$ cat config.mk
export PLATFORM = sky130hd
export DESIGN_NAME = tile_board
export DESIGN_NICKNAME = d
export VERILOG_FILES = /design/src/rtl/board_pkg.sv /design/src/rtl/tile_cell.sv /design/src/rtl/tile_board.sv
export SDC_FILE = /design/constraint.sdc
export NUM_CORES = 1
export LEC_CHECK = 0
export BUFFER_PORTS_ARGS = -buffer_cell sky130_fd_sc_hd__buf_2
export CORE_ASPECT_RATIO = 0.9
export CORE_MARGIN = 5
export CORE_UTILIZATION = 35
export CTS_BUF_LIST = sky130_fd_sc_hd__clkbuf_4
export DETAILED_ROUTE_END_ITERATION = 12
export PLACE_DENSITY = 0.65
export SLEW_MARGIN = 20
export SYNTH_ARGS = -nofsm -noshare
export SYNTH_HDL_FRONTEND = slang
export SYNTH_HIERARCHICAL = 1
export SYNTH_SLANG_ARGS = --single-unit
$ cat constraint.sdc
create_clock -name clk -period 6.1 [get_ports clk]
set_clock_uncertainty 0.1 [all_clocks]
set_input_delay 1.22 -clock clk [delete_from_list [all_inputs] [get_ports clk]]
set_output_delay 1.22 -clock clk [all_outputs]
set_load 0.02 [all_outputs]
$ cat src/rtl/board_pkg.sv
// Shared tile codes and FSM state type for the memory-game board.
package board_pkg;

    typedef enum logic [1:0] {
        HIDDEN   = 2'b00,
        REVEALED = 2'b01,
        MATCHED  = 2'b10,
        CURSOR   = 2'b11
    } tile_state_t;

    typedef enum logic [2:0] {
        S_IDLE,
        S_ONE_UP,
        S_COMPARE,
        S_SHOW_MISS,
        S_DONE
    } board_fsm_t;

    localparam logic [1:0] CODE_HIDDEN   = 2'b00;
    localparam logic [1:0] CODE_REVEALED = 2'b01;
    localparam logic [1:0] CODE_MATCHED  = 2'b10;

endpackage

$ cat src/rtl/tile_cell.sv
// One board tile: 2-bit state register driven by FSM strobes, plus cursor overlay.
module tile_cell
    import board_pkg::*;
(
    input  logic        clk,
    input  logic        rst,
    input  logic        reveal_i,
    input  logic        hide_i,
    input  logic        match_i,
    input  logic        cursor_hit_i,
    output tile_state_t state_o,
    output tile_state_t disp_o
);

    tile_state_t state_q;

    always_ff @(posedge clk or posedge rst) begin
        if (rst) begin
            state_q <= HIDDEN;
        end else if (match_i) begin
            state_q <= MATCHED;
        end else if (hide_i) begin
            state_q <= HIDDEN;
        end else if (reveal_i) begin
            state_q <= REVEALED;
        end
    end

    assign state_o = state_q;
    // Cursor highlight only ever covers a face-down tile.
    assign disp_o  = (state_q == HIDDEN && cursor_hit_i) ? CURSOR : state_q;

endmodule

$ cat src/rtl/tile_board.sv
// Memory-game board controller: pick/compare FSM, miss delay, score and turn.
// Define TILE_BOARD_SCORE_EN for two-player turn/score; otherwise score0 counts all pairs.
module tile_board
    import board_pkg::*;
#(
    parameter  int NUM_TILES  = 16,
    parameter  int LABEL_W    = 4,
    parameter  int HIDE_DELAY = 4,
    localparam int IDX_W      = $clog2(NUM_TILES),
    localparam int SCORE_W    = $clog2(NUM_TILES/2+1)
)(
    input  logic                         clk,
    input  logic                         rst,
    input  logic [IDX_W-1:0]             cursor,
    input  logic                         select,
    input  logic [NUM_TILES*LABEL_W-1:0] labels,
    output logic [2*NUM_TILES-1:0]       tile_state,
    output logic [SCORE_W-1:0]           score0,
    output logic [SCORE_W-1:0]           score1,
    output logic                         turn,
    output logic                         busy,
    output logic                         game_over
);

    localparam int                 CNT_W    = (HIDE_DELAY > 1) ? $clog2(HIDE_DELAY) : 1;
    localparam logic [CNT_W-1:0]   CNT_LOAD = CNT_W'(HIDE_DELAY-1);
    localparam logic [SCORE_W-1:0] PAIRS    = SCORE_W'(NUM_TILES/2);
    localparam logic [IDX_W:0]     TILES_W  = (IDX_W+1)'(NUM_TILES);

    board_fsm_t         state_q;
    logic [IDX_W-1:0]   first_q, second_q;
    logic [CNT_W-1:0]   cnt_q;
    logic [SCORE_W-1:0] score0_q, score1_q, pairs_q, pairs_d;
    logic               turn_q, busy_q, over_q;

    tile_state_t        cell_st   [NUM_TILES];
    tile_state_t        cell_disp [NUM_TILES];
    logic [LABEL_W-1:0] lbl       [NUM_TILES];

    logic in_range, cur_hidden, sel_ok, labels_eq, do_match, do_hide;

    function automatic logic [SCORE_W-1:0] sat_inc(input logic [SCORE_W-1:0] v);
        return (v == PAIRS) ? v : v + 1'b1;
    endfunction

    assign in_range   = {1'b0, cursor} < TILES_W;
    assign cur_hidden = in_range && (cell_st[cursor] == HIDDEN);
    assign sel_ok     = select && (state_q == S_IDLE || state_q == S_ONE_UP) && cur_hidden;
    assign labels_eq  = (lbl[first_q] == lbl[second_q]);
    assign do_match   = (state_q == S_COMPARE) && labels_eq;
    assign do_hide    = (state_q == S_SHOW_MISS) && (cnt_q == '0);
    assign pairs_d    = pairs_q + 1'b1;

    for (genvar i = 0; i < NUM_TILES; i++) begin : g_tile
        logic is_pair, is_cur;
        assign lbl[i]  = labels[i*LABEL_W +: LABEL_W];
        assign is_cur  = (cursor == IDX_W'(i));
        assign is_pair = (first_q == IDX_W'(i)) || (second_q == IDX_W'(i));

        tile_cell u_cell (
            .clk          (clk),
            .rst          (rst),
            .reveal_i     (sel_ok && is_cur),
            .hide_i       (do_hide && is_pair),
            .match_i      (do_match && is_pair),
            .cursor_hit_i (is_cur),
            .state_o      (cell_st[i]),
            .disp_o       (cell_disp[i])
        );

        assign tile_state[2*i +: 2] = cell_disp[i];
    end

    always_ff @(posedge clk or posedge rst) begin
        if (rst) begin
            state_q  <= S_IDLE;
            first_q  <= '0;
            second_q <= '0;
            cnt_q    <= '0;
            score0_q <= '0;
            score1_q <= '0;
            pairs_q  <= '0;
            turn_q   <= 1'b0;
            busy_q   <= 1'b0;
            over_q   <= 1'b0;
        end else begin
            unique case (state_q)
                S_IDLE: begin
                    if (sel_ok) begin
                        first_q <= cursor;
                        state_q <= S_ONE_UP;
                    end
                end
                S_ONE_UP: begin
                    // The first tile is REVEALED, so sel_ok already excludes re-picking it.
                    if (sel_ok) begin
                        second_q <= cursor;
                        busy_q   <= 1'b1;
                        state_q  <= S_COMPARE;
                    end
                end
                S_COMPARE: begin
                    if (labels_eq) begin
                        busy_q  <= 1'b0;
                        pairs_q <= pairs_d;
`ifdef TILE_BOARD_SCORE_EN
                        if (turn_q) score1_q <= sat_inc(score1_q);
                        else        score0_q <= sat_inc(score0_q);
`else
                        score0_q <= sat_inc(score0_q);
`endif
                        if (pairs_d == PAIRS) begin
                            over_q  <= 1'b1;
                            state_q <= S_DONE;
                        end else begin
                            state_q <= S_IDLE;
                        end
                    end else begin
                        cnt_q   <= CNT_LOAD;
                        state_q <= S_SHOW_MISS;
                    end
                end
                S_SHOW_MISS: begin
                    if (cnt_q == '0) begin
                        busy_q  <= 1'b0;
                        state_q <= S_IDLE;
`ifdef TILE_BOARD_SCORE_EN
                        turn_q  <= ~turn_q;
`endif
                    end else begin
                        cnt_q <= cnt_q - 1'b1;
                    end
                end
                S_DONE: begin
                end
                default: state_q <= S_IDLE;
            endcase
        end
    end

    assign score0    = score0_q;
    assign score1    = score1_q;
    assign turn      = turn_q;
    assign busy      = busy_q;
    assign game_over = over_q;

endmodule
; ---- Word level (Yosys, flattened, before mapping)
; Cells that the tools add are included.
; Widths: inputs -> output; s select.
[word_totals]
ff_bits = 55
latch_bits = 0
ram_bits = 0
mem_bits_ro = 0
inputBits = 71
out_inout_bits = 43
elab_cells = 312
n_memories = 0
[classes]
n_addsub = 3
n_mul = 0
n_div = 0
magnitude_cmp = 3
eq_ne = 58
n_shift = 0
mux = 86
bitwise = 5
n_reduce_logical = 133
[op_table]
columns = cell, n
row1 = $mux 2, 68
row2 = $eq 4x4->1 const B, 26
row3 = $logic_and 1x1->1, 68
row4 = $reduce_bool 3->1, 17
row5 = $eq 4x3->1 const B, 12
row6 = $logic_not 2->1, 18
row7 = $bmux 4 s4, 2
row8 = $eq 4x2->1 const B, 6
row9 = $logic_or 1x1->1, 17
row10 = $mux 4, 4
row11 = $ge 5x5->1 const B, 3
row12 = $mux 3, 5
row13 = $not 4->5, 3
row14 = $pmux 3 s5, 1
row15 = $eq 4x1->1 const B, 3
row16 = $logic_not 4->1, 3
row17 = $ne 2x2->1 const B, 5
row18 = $reduce_and 3->1, 3
row19 = $add 4x1->4 const B, 2
row20 = $bmux 2 s4, 1
row21 = $reduce_and 4->1, 2
row22 = $eq 3x2->1 const B, 2
row23 = $reduce_and 2->1, 3
row24 = $eq 4x4->1, 1
row25 = 10 further kinds, 13

; ---- Depth between registers and ports, before layout
[logic_depth]
word_depth = 10
mapped_depth = 12
mapped_depth_nobuf = 9

; ---- Hierarchy
; The synthesis kept the hierarchy.
[by_module_without_submodules]
columns = module, n_inst, cells_each, area_each_um2, seq_area_each_um2
row1 = tile_board, 1, 320, 2920.3, 575.6
row2 = tile_cell, 16, 11, 100.1, 50.0

; ---- Least setup slack after synthesis
; OpenSTA, ideal clock, no wires.
[synth_timing]
kind = input to output
startpoint = input cursor[1]
endpoint = output tile_state[9]
arrival_time_ns = 2.437
required_time_ns = 4.780
path_slack_ns = 2.343
stages = 6
path_buffers = 2
path_cell_list = clkbuf_1 or2_1 clkbuf_1 nor2_1 inv_1 o21ai_0
[synth_via]
elab_chain_cells = 3
[synth_rtl]
columns = item, line_no
row1 = from (decl), tile_board.sv:14  ; input logic [IDX_W-1:0] cursor,
row2 = $eq 4x3->1, tile_board.sv:57  ; assign is_cur = (cursor == IDX_W'(i));
row3 = named net g_tile[4].is_cur, tile_board.sv:55  ; logic is_pair, is_cur;
row4 = $logic_and 1x1->1, tile_cell.sv:31  ; assign disp_o = (state_q == HIDDEN && cursor_hit_i) ? CURSOR : state_q;
row5 = $mux 2, tile_cell.sv:31
row6 = to (decl), tile_board.sv:17  ; output logic [2*NUM_TILES-1:0] tile_state,
; The timed path passes the listed nets, and every way through them passes these cells.

; ---- Final worst setup path
[layout_timing]
startpoint = input cursor[0]
endpoint = output tile_state[23]
[layout_via]
elab_chain_cells = 3
[layout_rtl]
columns = item, line_no
row1 = $eq 4x4->1, tile_board.sv:57
row2 = named net g_tile[11].is_cur, tile_board.sv:55
row3 = $logic_and 1x1->1, tile_cell.sv:31
row4 = $mux 2, tile_cell.sv:31
; The timed path passes the listed nets, and every way through them passes these cells.

==> qor_table.md <==
| Item | Value | Unit |
| --- | --- | --- |
| Utilization of the core after routing | 40.7 | % |
| Global routing usage summed across all routing layers | 17.1 | % |
| Biggest fanout along the worst timing path | 19 | - |
| TritonCTS buffer count | 5 | - |
| Post-Syn Instances | 496 | - |
| Clock-pin slew of the registers on the worst-case setup and hold paths | 0.16 | ns |
| Met2 track utilization from global routing | 30.1 | % |
| Design Power | 2.37 | mW |
| Biggest cell delay along the critical path | 0.33 | ns |
| Maximum buffer depth of the clock tree | 2 | - |
| Clock period minus worst slack | 3.95 | ns |
| Iter 0 DRT Violations | 391 | - |
| Floorplan die height | 118 | um |
| Most used cell, CP | sky130_fd_sc_hd__buf_2 | - |
| Number of top-level pins | 114 | - |
| Pwr per Cell Area | 460 | mW/mm^2 |
| Clk sink count | 55 | - |
| Antenna Diode Count | 0 | - |
| CP Data Arrival Time | 2.63 | ns |
| Sum of overflow across all layers after global routing | 0 | - |
| Critical Path RT | 4.78 | ns |
| Final HPWL DP | 10100 | um |
| DRC | 0 | - |
| Most frequent cells in the layout | sky130_fd_sc_hd__buf_2, sky130_fd_sc_hd__nor2_1, sky130_fd_sc_hd__inv_1 | - |
| Leakage power summed over all cells | 2.31 | nW |
| Post-Syn Area per Cell | 9.12 | sq um |
| Share of the synthesized area in the top cell type | 30.4 | % |
| Die area | 0.0153 | sq mm |
| Wire length reported by the detailed router | 13000 | um |
| Predominant post-synthesis flop cell | sky130_fd_sc_hd__dfrtp_1 | - |
| Met3 usage in global routing | 2.95 | % |
| Slew at the pin with the worst max-slew slack | 0.895 | ns |
| Row cnt | 39 | - |
| Hold buffer count at cts | 0 | - |
| Critical path startpoint category | input pin | - |
| CTS tree | done | - |
| CP Class | input pin to output port | - |
| Top Usage Layer GRT | met2 | - |
| Count of input and output buffers | 108 | - |
| RePlAce Congestion | 0.824 | - |
| Fmax | 253 | MHz |
| Via total after detailed routing | 4050 | - |
| Wire length of the first global-routing pass | 21100 | um |
| Status | completed | - |
| Area occupied by multi-input gates | 0.00271 | sq mm |
| Number of fill cells | 1326 | - |
| Final max-slew violation count | 0 | - |
| Post-layout net count | 657 | - |
| Setup violations, final | 0 | - |
| Maximum number of pins on one net before global-route repair | 25 | - |
| Clock root buffer | sky130_fd_sc_hd__clkbuf_4 | - |
| Leading post-synthesis cells by cell area | sky130_fd_sc_hd__dfrtp_1, sky130_fd_sc_hd__mux4_2, sky130_fd_sc_hd__nor2_1, sky130_fd_sc_hd__inv_1, sky130_fd_sc_hd__a22oi_1 | - |
| DP Worst Slack | 1.95 | ns |
| RSZ-0062 raised after global routing | false | - |
| Syn Std Cell Area | 0.00452 | sq mm |
| Worst vdd ir | 0.164 | mV |
| Final worst-path setup slack | 2.15 | ns |
| Final hold violation count | 0 | - |
| Via count of the first global-routing pass | 4321 | - |
| Leading cell type in the layout, fill and taps excluded | sky130_fd_sc_hd__buf_2 | - |
| Nature of the critical path endpoint | output port | - |
| Number of maximum-capacitance violations | 0 | - |
| Met1 capacity usage during global routing | 21.5 | % |
| Count of synthesis-stage warnings from yosys | 16 | - |
| Fin Setup TNS | 0 | ns |
| Path category of the worst min-delay check | register to register | - |
| Critical-path top delay cell | sky130_fd_sc_hd__nand2_1 | - |
| Tightest slew margin relative to the limit | 40.3 | % |
| Fraction of the yosys area taken by sequential cells | 30.4 | % |
| Die Width | 130 | um |
| Number of flops mapped to enable cells by yosys | 0 | - |
| Fraction of layout cells with a size suffix above 1 | 33.3 | % |
| Number of storage elements in the synthesis netlist | 55 | - |
| First-pass detailed-route iteration total | 5 | - |
| Synth cell types | 53 | - |
| Detailed-route vias per instance | 5.42 | - |
| Register Area | 0.00138 | sq mm |
| Share of the cycle needed by the critical path after routing | 64.8 | % |
| Number of resized instances in the post-cts repair step | 0 | - |
| Largest area contributor in the netlist | sky130_fd_sc_hd__dfrtp_1 | - |
| Core area | 0.0127 | sq mm |
| H-tree levels | 2 | - |
| Area growth, synth to finish | 14.2 | % |
| Initial Utilization | 35.6 | % |
| Number of antenna violations at the first check in global routing | 1 | - |
| Routed wire length per instance | 17.3 | um |
| Buffers inserted by post-CTS timing repair | 0 | - |
| List of cells traversed by the critical path | buf_2 > nand2_1 > nor2_1 > inv_1 > o21ai_0 > buf_2 | - |
| Clk_lat worst skew | 0.39 | ns |
| R2r setup slk | 2.38 | ns |
| DRT antenna net count | 0 | - |
| Share of async-settable or async-resettable flops after synthesis | 100 | % |
## power by group
group | switching [mW] | internal [mW] | leakage (nW)
logic | 0.786 | 0.650 | 1.61
clock network | 0.119 | 0.0492 | 0.0317
registers | 0.253 | 0.518 | 0.669
total | 1.16 | 1.22 | 2.31
## metal layers
| metal | vias up | share of wire [%] |
|---|---|---|
| met5 | - | 0.10 |
| met2 | 148 | 50 |
| met4 | 2 | 1.5 |
| li1 | 1894 | - |
| met3 | 19 | 6.7 |
| met1 | 1987 | 41 |
## synthesized netlist by cell type, types with 3 or more instances
library cell	n
sky130_fd_sc_hd__dfrtp_1	55
sky130_fd_sc_hd__a21oi_1	8
sky130_fd_sc_hd__mux2_1	4
sky130_fd_sc_hd__xnor2_1	6
sky130_fd_sc_hd__a21o_2	16
sky130_fd_sc_hd__nand3_1	6
sky130_fd_sc_hd__o21ai_0	16
sky130_fd_sc_hd__mux4_2	27
sky130_fd_sc_hd__or2_2	3
sky130_fd_sc_hd__buf_2	5
sky130_fd_sc_hd__a22oi_1	28
sky130_fd_sc_hd__and3_1	3
sky130_fd_sc_hd__buf_1	3
sky130_fd_sc_hd__buf_4	5
sky130_fd_sc_hd__mux4_1	6
sky130_fd_sc_hd__nor3_1	25
sky130_fd_sc_hd__nand2_1	14
sky130_fd_sc_hd__a32oi_1	4
sky130_fd_sc_hd__nand2b_1	8
sky130_fd_sc_hd__mux2_2	5
sky130_fd_sc_hd__nor2b_1	9
sky130_fd_sc_hd__and2_1	4
sky130_fd_sc_hd__clkbuf_1	17
sky130_fd_sc_hd__xor2_1	4
sky130_fd_sc_hd__inv_1	71
sky130_fd_sc_hd__ha_1	4
sky130_fd_sc_hd__nor2_1	94
sky130_fd_sc_hd__o31ai_2	16
## worst max-delay path, delay by kind of cell
kind                   cells  cell delay [ns]
AND/OR/NAND/NOR            2             0.56
AO/OA/AOI/OAI              1             0.26
buffers and inverters      3             0.59
## registers in the layout, indices dropped and copies added (netlist names)
signal and count:
cnt_q 2, state_q 3, pairs_q 4, g_tile.u_cell/state_o 32, score0 4, game_over 1
second_q 4, first_q 4, busy 1
## area by class of cell
| type | instances | share of cell area [%] |
|---|---|---|
| multi-input combinational | 341 | 52.6 |
| sequential | 55 | 26.7 |
| tap | 164 | 3.97 |
| inverter | 71 | 5.16 |
| clock inverter | 2 | 0.242 |
| timing repair buffer | 108 | 10.5 |
| clock buffer | 6 | 0.873 |
## worst paths after layout
check | startpoint | to | cells past startpoint
max | cursor[0] | tile_state[23] | 6
min | pairs_q[2] | pairs_q[2] | 1
max reg2reg | second_q[0] | pairs_q[1] | 7
min reg2reg | pairs_q[2] | pairs_q[2] | 1
max in group asynchronous | rst | second_q[0] | 2
min in group asynchronous | rst | g_tile[1].u_cell/state_o[1] | 2
## cell families after synthesis
group                      count (synthesis)  share of synthesized area, %
and+or+nand+nor                          176                          18.3
adders and majority gates                  4                          1.11
DFF                                       55                          30.4
other                                      1                        0.0829
AOI/OAI and AO/OA                        102                          18.5
xor gates and xnor gates                  10                          1.94
muxes                                     44                          19.8
buffers and inverters                    104                          9.88
## per-stage QoR
step	cells	instance area, sq um	hold WS, ns
after global placement	739	5100	0.368
final	747	5160	0.402
after global routing	747	5160	0.437
after CTS	747	5160	0.398
after floorplan	500	4540	0.352
after detailed placement	739	5100	0.373
No activity file was read; power rests on OpenSTA's default activity.
